## config.mk

```make
export PLATFORM = sky130hd
export DESIGN_NAME = mac3_sched
export DESIGN_NICKNAME = d
export VERILOG_FILES = /design/src/rtl/mac3_sched.sv
export SDC_FILE = /design/constraint.sdc
export NUM_CORES = 1
export LEC_CHECK = 0
export ABC_AREA = 0
export BUFFER_PORTS_ARGS = -buffer_cell sky130_fd_sc_hd__buf_2
export CORE_UTILIZATION = 40
export CTS_CLUSTER_SIZE = 20
export DETAILED_ROUTE_END_ITERATION = 8
export PLACE_DENSITY_LB_ADDON = 0.12
export SYNTH_ARGS = -nofsm -noshare
export SYNTH_HDL_FRONTEND = slang
export SYNTH_SLANG_ARGS = --single-unit
```

## constraint.sdc

```tcl
create_clock -name clk -period 5.21 [get_ports clk]
set_clock_uncertainty 0.2 [all_clocks]
set_input_delay 0.2605 -clock clk [delete_from_list [all_inputs] [get_ports clk]]
set_output_delay 0.2605 -clock clk [all_outputs]
set_load 0.05 [all_outputs]
```

## src/rtl/mac3_sched.sv

```systemverilog
// mac3_sched: issue sequencer for the 3-tap pipelined MAC. It walks G groups x N outputs,
// tracks finished results through the pipe with a tag shift register, drains the pipe
// with zero-operand bubbles and hands results to writeback under valid/ready.
module mac3_sched #(
   parameter int unsigned CNT_WIDTH  = 8,
   parameter int unsigned CH_WIDTH   = 32,
   parameter int unsigned PIPE_DEPTH = 4   // MAC issue-to-result depth; the datapath is built for 4
) (
   input  logic                 clk,
   input  logic                 arst_n_in,
   input  logic                 cfg_valid,
   output logic                 cfg_ready,
   input  logic [CNT_WIDTH-1:0] cfg_groups,
   input  logic [CNT_WIDTH-1:0] cfg_outputs,
   input  logic                 op_valid,
   output logic                 op_ready,
   output logic                 mac_input_valid,
   output logic                 mac_accumulate_internal,
   output logic                 mac_operand_zero,
   output logic [CH_WIDTH-1:0]  mac_ch_out,
   output logic                 res_valid,
   input  logic                 res_ready,
   output logic                 res_last,
   output logic                 busy,
   output logic                 done
);

   localparam logic [CNT_WIDTH-1:0] CNT_ONE = CNT_WIDTH'(1);

   typedef enum logic [1:0] {
      ST_IDLE  = 2'd0,
      ST_RUN   = 2'd1,
      ST_DRAIN = 2'd2
   } state_e;

   // fin: this pulse completes an output; lst: that output is the last of the job
   typedef struct packed {
      logic fin;
      logic lst;
   } tag_t;

   state_e                  state_q, state_d;
   logic [CNT_WIDTH-1:0]    grp_max_q, grp_max_d;
   logic [CNT_WIDTH-1:0]    out_max_q, out_max_d;
   logic [CNT_WIDTH-1:0]    g_cnt_q, g_cnt_d;
   logic [CNT_WIDTH-1:0]    o_cnt_q, o_cnt_d;
   tag_t [PIPE_DEPTH-1:0]   tag_q, tag_d;
   tag_t                    issue_tag;
   logic                    stall;
   logic                    pending;
   logic                    tags_empty;
   logic                    last_grp;
   logic                    last_out;

   // The oldest tag slot lines up with the MAC output register
   assign res_valid  = tag_q[PIPE_DEPTH-1].fin;
   assign res_last   = tag_q[PIPE_DEPTH-1].lst;
   assign busy       = (state_q != ST_IDLE);
   assign stall      = res_valid & ~res_ready;
   assign last_grp   = (g_cnt_q == grp_max_q - CNT_ONE);
   assign last_out   = (o_cnt_q == out_max_q - CNT_ONE);
   assign tags_empty = (tag_q == '0);

   // A finished result still travelling through the front slots needs bubbles to reach the output
   always_comb begin
      pending = 1'b0;
      for (int unsigned i = 0; i < PIPE_DEPTH - 1; i++) begin
         pending = pending | tag_q[i].fin;
      end
   end

   // Next-state, counters, tag pipe and MAC/handshake controls
   always_comb begin
      state_d                 = state_q;
      grp_max_d               = grp_max_q;
      out_max_d               = out_max_q;
      g_cnt_d                 = g_cnt_q;
      o_cnt_d                 = o_cnt_q;
      tag_d                   = tag_q;
      issue_tag               = '0;
      cfg_ready               = 1'b0;
      op_ready                = 1'b0;
      mac_input_valid         = 1'b0;
      mac_accumulate_internal = 1'b0;
      mac_operand_zero        = 1'b0;
      mac_ch_out              = '0;
      done                    = 1'b0;

      case (state_q)
         ST_IDLE: begin
            cfg_ready = 1'b1;
            if (cfg_valid) begin
               grp_max_d = cfg_groups;
               out_max_d = cfg_outputs;
               g_cnt_d   = '0;
               o_cnt_d   = '0;
               state_d   = ((cfg_groups == '0) || (cfg_outputs == '0)) ? ST_DRAIN : ST_RUN;
            end
         end

         ST_RUN: begin
            op_ready                = ~stall;
            mac_input_valid         = op_valid & ~stall;
            mac_accumulate_internal = (g_cnt_q != '0);
            mac_ch_out              = CH_WIDTH'(o_cnt_q);
            if (mac_input_valid) begin
               issue_tag.fin = last_grp;
               issue_tag.lst = last_grp & last_out;
               if (last_grp) begin
                  g_cnt_d = '0;
                  o_cnt_d = o_cnt_q + CNT_ONE;
                  if (last_out) begin
                     state_d = ST_DRAIN;
                  end
               end else begin
                  g_cnt_d = g_cnt_q + CNT_ONE;
               end
            end
         end

         ST_DRAIN: begin
            if (pending) begin
               // zero operands with accumulate keep the in-flight sums intact
               if (!stall) begin
                  mac_input_valid         = 1'b1;
                  mac_operand_zero        = 1'b1;
                  mac_accumulate_internal = 1'b1;
               end
            end else if (tags_empty) begin
               done    = 1'b1;
               state_d = ST_IDLE;
            end
         end

         default: state_d = ST_IDLE;
      endcase

      // A pipe advance always retires the output slot; it can only happen when that slot is free or taken
      if (mac_input_valid) begin
         tag_d = {tag_q[PIPE_DEPTH-2:0], issue_tag};
      end else if (res_valid && res_ready) begin
         tag_d[PIPE_DEPTH-1] = '0;
      end
   end

   // State and datapath-control registers
   always_ff @(posedge clk or negedge arst_n_in) begin
      if (!arst_n_in) begin
         state_q   <= ST_IDLE;
         grp_max_q <= '0;
         out_max_q <= '0;
         g_cnt_q   <= '0;
         o_cnt_q   <= '0;
         tag_q     <= '0;
      end else begin
         state_q   <= state_d;
         grp_max_q <= grp_max_d;
         out_max_q <= out_max_d;
         g_cnt_q   <= g_cnt_d;
         o_cnt_q   <= o_cnt_d;
         tag_q     <= tag_d;
      end
   end

endmodule

```

==> results of run 1 <==
metal layers:
metal	global-route usage	up-vias	wire length, um
met5	0	-	0
met1	0.250	1027	2860
met2	0.294	44	2840
li1	-	1058	-
met4	0.0545	0	70
met3	0.0318	5	171
state kept, by name, summed over array words and instances (netlist names):
| register | cells |
|---|---|
| grp_max_q | 8 |
| out_max_q | 8 |
| o_cnt_q | 8 |
| res_valid | 1 |
| tag_q | 6 |
| state_q | 2 |
| res_last | 1 |
| g_cnt_q | 8 |
layout by cell type (no fill, tap or decap), drive strengths merged, types with 4 or more instances in the layout:
| master | n |
|---|---|
| nand4 | 8 |
| mux2 | 21 |
| clkbuf | 5 |
| mux2i | 4 |
| o21ai | 8 |
| a31oi | 4 |
| buf | 37 |
| xnor2 | 17 |
| nand3 | 12 |
| nor3 | 6 |
| xor2 | 10 |
| nand2 | 23 |
| nor4 | 10 |
| nand2b | 8 |
| nor2 | 15 |
| conb | 24 |
| ha | 8 |
| and2 | 7 |
| inv | 17 |
| dfrtp | 42 |
final timing paths:
kind                                             to  cells past startpoint  slack, ns
max                                 mac_input_valid                      6       1.90
min                        grp_max_q[5]$_DFFE_PN0P_                      2      0.006
max reg2reg                  o_cnt_q[4]$_DFFE_PN0P_                      7       2.09
min reg2reg                   res_valid$_DFFE_PN0P_                      2       0.31
max in group asynchronous  out_max_q[6]$_DFFE_PN0P_                      2       3.75
min in group asynchronous     res_valid$_DFFE_PN0P_                      2       0.47
kinds of logic (layout without fill, tap and decap cells):
| group | after synthesis | count (layout) | share of synthesized area |
|---|---|---|---|
| buf+inv | 48 | 64 | 0.0963 |
| xor+xnor | 27 | 27 | 0.0861 |
| simple gates | 104 | 104 | 0.200 |
| mux | 25 | 25 | 0.0976 |
| fa+ha+maj | 8 | 8 | 0.0353 |
| other cells | 1 | 24 | 0.00132 |
| compound gates | 37 | 37 | 0.113 |
| flops | 42 | 42 | 0.371 |
per-stage QoR:
step                std cells  total power, mW
finish                    427             1.74
global route              427             1.90
CTS                       426             1.76
detailed placement        418             1.55
global placement          418             1.54
floorplan                 315             1.36
worst reg2reg max path, delay by kind of cell (launching register included):
family | cells | cell delay (ns)
AO/OA/AOI/OAI | 4 | 1.22
adder cells (fa/ha/maj) | 1 | 0.65
buffers and inverters | 2 | 0.55
flip-flops | 1 | 0.40
power groups by stage:
stage,Combinational (mW),Clock [mW],Sequential [mW]
finish,0.975,0.205,0.565
global route,1.09,0.224,0.589
CTS,0.980,0.211,0.568
detailed placement,0.974,0,0.575
global placement,0.967,0,0.572
floorplan,0.807,0,0.551
area by class of cell:
cell class / count / area share
sequential: 42 / 0.337
timing repair buffer: 39 / 0.0658
clock buffer: 5 / 0.0221
inverter: 18 / 0.0217
tap: 96 / 0.0385
clock inverter: 2 / 0.00321
multi-input combinational: 225 / 0.512
repair_timing:
action	4_1_cts	5_1_grt
hold endpoints to repair	42	1
endpoints found under the setup margin	0	0
hold buffers	1	1
==> metrics.txt, run 1 <==
run status=finished, final reports clean; Filler Cells Inserted=697; Initial Util=0.415; via count=2,134; Critical Path End Type=output port; post-CTS setup buffers=0; EDFF count, synth=0; num rows=30; Area Overhead vs Synth=10.1%; delay-heaviest family, CP=compound AO/OA/AOI/OAI gates; Rel. slew slack=0.350; htree depth=2; CP arrival=2.85 ns; antenna violations before repair=0; P_sw=0.846 mW; count of pins over their slew limit=0; Die ar.=7420 um^2; synth cell count leaders=dfrtp_1 (42), buf_4 (24), nand2_1 (23); Root Buffer=clkbuf_8; Setup WS pre-CTS=2.11 ns; sequential-to-total area share from yosys stat=0.371; post-route cell area=3120 um^2; worst vdd ir=0.185 mV; placed wire-length estimate=4.48 mm; Core ar.=6830 um^2; area of the multi-input gates=1600 um^2; Worst Hold Class=in2reg; Logic pwr share=0.559; DR pass1 iterations=4; Antenna diodes=0; crit-path cells=inv_1 > ha_1 > and2_1 > nand2_1 > a21boi_1 > buf_2; Async S/R FF share, synth=1.00; Final period util=0.635; Area contributors post-synth=dfrtp_1 (37%), mux2_2 (8.3%), buf_4 (6.4%), xnor2_1 (4.9%), ha_1 (3.5%); grt ovf=0; Routed Antenna Nets=0; Yosys warnings=0; WP data required=4.75 ns; WL per Instance=13.9 um; worst setup path start=state_q[1]$_DFFE_PN0P_; Net Sw Frac=0.485; first-pass GRT wire length=10.5 mm; part of the power in the clock network=0.117; final setup vio count=0; crit path max fanout=19; final worst-path setup slack=1.90 ns; Post-Syn Area=2830 um^2; Fin Hold WS=0.00572 ns; crit path time final=3.31 ns; Synth Flop Type=dfrtp_1; max cap viols=0; Die Width=86.2 um; Post-route DRC=0; Max Buffers Root-to-Sink=2; pin count of the biggest net entering global routing=43; CP peak stage delay=0.66 ns; Fmax=0.302 GHz; slowest CP cell=a21boi_1; GRT Total Usage=0.182; Total Neg Setup Slack=0 ns; Initial DRC Count=79; register clock-pin slew on the reported worst setup and hold paths=0.08 ns; TritonCTS clock tree=built; Bufs and invs on worst path=2; crit path kind=reg2out; average size of a mapped cell=9.70 um^2; post-layout util=0.456; Total Wirelength=5.94 mm; Clock Latency Late Sink=0.30 ns; clk sink count=42; hold path start=cfg_groups[5]; Flop pwr share=0.324; Synth Register Bits=42; RR Startpoint=state_q[1]$_DFFE_PN0P_; Yosys top cell by area=dfrtp_1; share of layout cells above drive strength 1=0.230; final count of hold timing violations=0; Netlist cell types=56; PwrDens=560 nW/um^2; CP startpoint kind=flop; vias in the first global route=2,108; post_cts resized=0; top-level port count=62; I/O Buffers=37; post-synthesis cell count=292; Final Net Count=360; GPL Wtd Cong=0.812; Pint=0.899 mW; leak pwr=1.45 nW; unrepaired setup endpoints after global routing=false; Chip Height=86.2 um; FF/Latch Area=1050 um^2; Worst Max-Slew Pin Slew=0.975 ns; cts bufs inserted=5; vias per cell=5.00; count leader, synth=dfrtp_1; area share of the largest cell type after synthesis=0.371; placed cell area=3020 um^2
(Power assumes the default switching activity.)
==> inputs of run 2 (changes only) <==
--- a/config.mk
+++ b/config.mk
@@ -5,7 +5,7 @@
 export SDC_FILE = /design/constraint.sdc
 export NUM_CORES = 1
 export LEC_CHECK = 0
-export ABC_AREA = 0
+export ABC_AREA = 1
 export BUFFER_PORTS_ARGS = -buffer_cell sky130_fd_sc_hd__buf_2
 export CORE_UTILIZATION = 40
 export CTS_CLUSTER_SIZE = 20
==> constraint.sdc (replaced) <==
create_clock -name clk -period 3.3 [get_ports clk]
set_clock_uncertainty 0.2 [all_clocks]
set_input_delay 0.165 -clock clk [delete_from_list [all_inputs] [get_ports clk]]
set_output_delay 0.165 -clock clk [all_outputs]
set_load 0.05 [all_outputs]
==> run 2 against run 1 <==
Highest routed layer unchanged. Critical path type unchanged. First-iteration DRC count rose by 7.6%. Clock power is 76% higher. Combinational power increased by 49%. Largest power group unchanged.
==> metrics.txt, run 2 <==
run status=finished, final reports clean; crit path kind=reg2out; EDFF count, synth=0 (unchanged); CP arrival=2.00 ns (-0.85 ns); final setup vio count=0 (unchanged); crit path max fanout=17 (-2); final count of hold timing violations=0 (unchanged); Final period util=0.717; Worst Max-Slew Pin Slew=0.977 ns (+0.00109 ns); Critical Path End Type=output port; crit path time final=2.37 ns; max cap viols=0 (unchanged); Core ar.=7210 um^2 (+5.6%); register clock-pin slew on the reported worst setup and hold paths=0.09 ns (about the same); GPL Wtd Cong=0.883 (+8.7%); post-synthesis cell count=426 (+46%); Async S/R FF share, synth=1.00 (unchanged); count of pins over their slew limit=0 (unchanged); via count=2,608 (+22%); grt ovf=0 (unchanged); Setup WS pre-CTS=1.09 ns (-1.02 ns); commonest cells after routing, fill and taps aside=nand2_1 (119), inv_1 (67), dfrtp_1 (42); leak pwr=1.87 nW (+29%); most common cell after layout, fill and taps aside=nand2_1; Post-route DRC=0 (unchanged); Synth Register Bits=42 (unchanged); global routing's busiest layer=met2; PwrDens=780 nW/um^2 (+39%); DR pass1 iterations=4 (unchanged); Clock Latency Late Sink=0.29 ns (about the same); Yosys top cell by area=dfrtp_1; htree depth=2 (unchanged); WP data required=2.93 ns (-1.82 ns); crit-path cells=inv_1 > ha_1 > buf_4 > inv_1 > nor2_1 > nand2_1 > nand2_2 > buf_2; M2 GR Usage=0.327 (+0.0329); post_cts resized=0 (unchanged); slowest CP cell=dfrtp_1; vias per cell=4.53 (-9.4%); Total Neg Setup Slack=0 ns (unchanged); sequential-to-total area share from yosys stat=0.353 (-0.0179); Fmax=0.423 GHz; Initial DRC Count=85 (+7.6%); synth cell count leaders=nand2_1 (119), inv_1 (67), dfrtp_1 (42); clk sink count=42 (unchanged); placed cells=551 (+32%); Initial Util=0.413 (-0.00206); Final Instance Count excl. Fillers=576 (+35%); first-pass GRT wire length=11.0 mm (+5.1%); Die ar.=7790 um^2 (+5.0%); Final Net Count=505 (+40%); Root Buffer=clkbuf_8; vias in the first global route=2,388 (+13%); pin count of the biggest net entering global routing=43 (unchanged); Synth Flop Type=dfrtp_1; met1 GRT Util=0.232 (-0.0178); Filler Cells Inserted=746 (+7.0%); post-layout util=0.471 (+0.0148); num rows=31 (+3.3%); Chip Height=88.3 um (+2.4%); Antenna diodes=0 (unchanged); count leader, synth=nand2_1; WL per Instance=11.3 um (-19%); Rel. slew slack=0.349 (-0.000727); area share of the largest cell type after synthesis=0.353 (-0.0179); Routed Antenna Nets=0 (unchanged); I/O Buffers=37 (unchanged); cts bufs inserted=5 (unchanged); M3 GR Usage=0.0289 (-0.00284); Netlist cell types=32 (-43%); post-CTS setup buffers=0 (unchanged); Worst Hold Class=in2reg; Yosys warnings=0 (unchanged); share of layout cells above drive strength 1=0.149 (-0.0808); worst vdd ir=0.340 mV (+84%); final worst-path setup slack=0.934 ns (-0.968 ns); placed wire-length estimate=4.72 mm (+5.2%); cell mode on critical path=inv_1; CP startpoint kind=flop; Fin Hold WS=0.00312 ns (-0.00260 ns); Area Overhead vs Synth=14.2%; TritonCTS clock tree=built; Die Width=88.3 um (+2.4%); GRT Total Usage=0.184 (+0.00131); Area contributors post-synth=dfrtp_1 (35%), nand2_1 (15%), inv_1 (8.4%), buf_4 (6.3%), nor2_1 (4.3%); unrepaired setup endpoints after global routing=false; Max Buffers Root-to-Sink=2 (unchanged); top-level port count=62 (unchanged); Total Wirelength=6.50 mm (+9.5%); average size of a mapped cell=6.99 um^2 (-28%); CP peak stage delay=0.40 ns (-0.26 ns); antenna violations before repair=0 (unchanged); Post-Syn Area=2980 um^2 (+5.1%)
## run 2: per-stage QoR
stage	cell area, um^2	total power, mW
2_1_floorplan	3060	2.05
5_1_grt	3400	2.93
6_report	3400	2.65
3_5_place_dp	3130	2.29
4_1_cts	3400	2.67
3_3_place_gp	3130	2.28
## run 2: routing by layer
layer	wire length [um]	part of all wire	up-vias
li1	-	-	1366
met1	3020	0.46	1182
met2	3210	0.49	54
met3	196	0.030	6
met4	80	0.012	0
met5	0	0	-
## run 2: worst max-delay path, delay by kind of cell (launching register included)
family / cells / cell delay (ns)
buffers and inverters: 4 / 0.75
DFF: 1 / 0.40
and+or+nand+nor: 3 / 0.41
adders and majority gates: 1 / 0.14
## run 2: cell families after synthesis
| group | after synthesis | synth area share |
|---|---|---|
| and+or+nand+nor | 211 | 0.308 |
| other | 1 | 0.00126 |
| adders and majority gates | 8 | 0.0336 |
| xor gates and xnor gates | 17 | 0.0500 |
| AOI/OAI and AO/OA | 43 | 0.0845 |
| DFF | 42 | 0.353 |
| buffers and inverters | 104 | 0.169 |
## run 2: path summary, 6_finish.rpt
path | start | depth (start not counted) | endpoint | slack [ns]
worst max register to register | state_q[1]$_DFFE_PN0P_ | 11 | g_cnt_q[5]$_DFFE_PN0P_ | 1.08
min in group asynchronous | arst_n_in | 2 | tag_q[4]$_DFFE_PN0P_ | 0.37
max in group asynchronous | arst_n_in | 2 | g_cnt_q[7]$_DFFE_PN0P_ | 1.92
worst min register to register | tag_q[2]$_DFFE_PN0P_ | 2 | tag_q[4]$_DFFE_PN0P_ | 0.29
worst max-delay path | state_q[1]$_DFFE_PN0P_ | 8 | mac_input_valid | 0.93
worst min-delay path | res_ready | 4 | res_valid$_DFFE_PN0P_ | 0.003
## run 2: what timing repair did
| action | in CTS | in global routing |
|---|---|---|
| hold endpoints to repair | 58 | 0 |
| hold buffers | 17 | 0 |
| setup endpoints to repair | 0 | 0 |
## run 2: layout make-up
cell class / count / area (um^2) / share of cell area
Clock buffer: 6 / 82.6 / 0.0243
Clock inverter: 2 / 12.5 / 0.00368
Inverter: 69 / 259 / 0.0762
Multi-Input combinational cell: 303 / 1510 / 0.444
Sequential cell: 42 / 1050 / 0.309
Tap cell: 99 / 124 / 0.0364
Timing Repair Buffer: 55 / 363 / 0.107
## run 2: where the power goes
part / internal [mW] / switching (mW) / leakage [nW] / total, mW
Clock: 0.169 / 0.192 / 0.0472 / 0.361
Combinational: 0.457 / 0.997 / 1.27 / 1.45
Sequential: 0.672 / 0.165 / 0.551 / 0.838
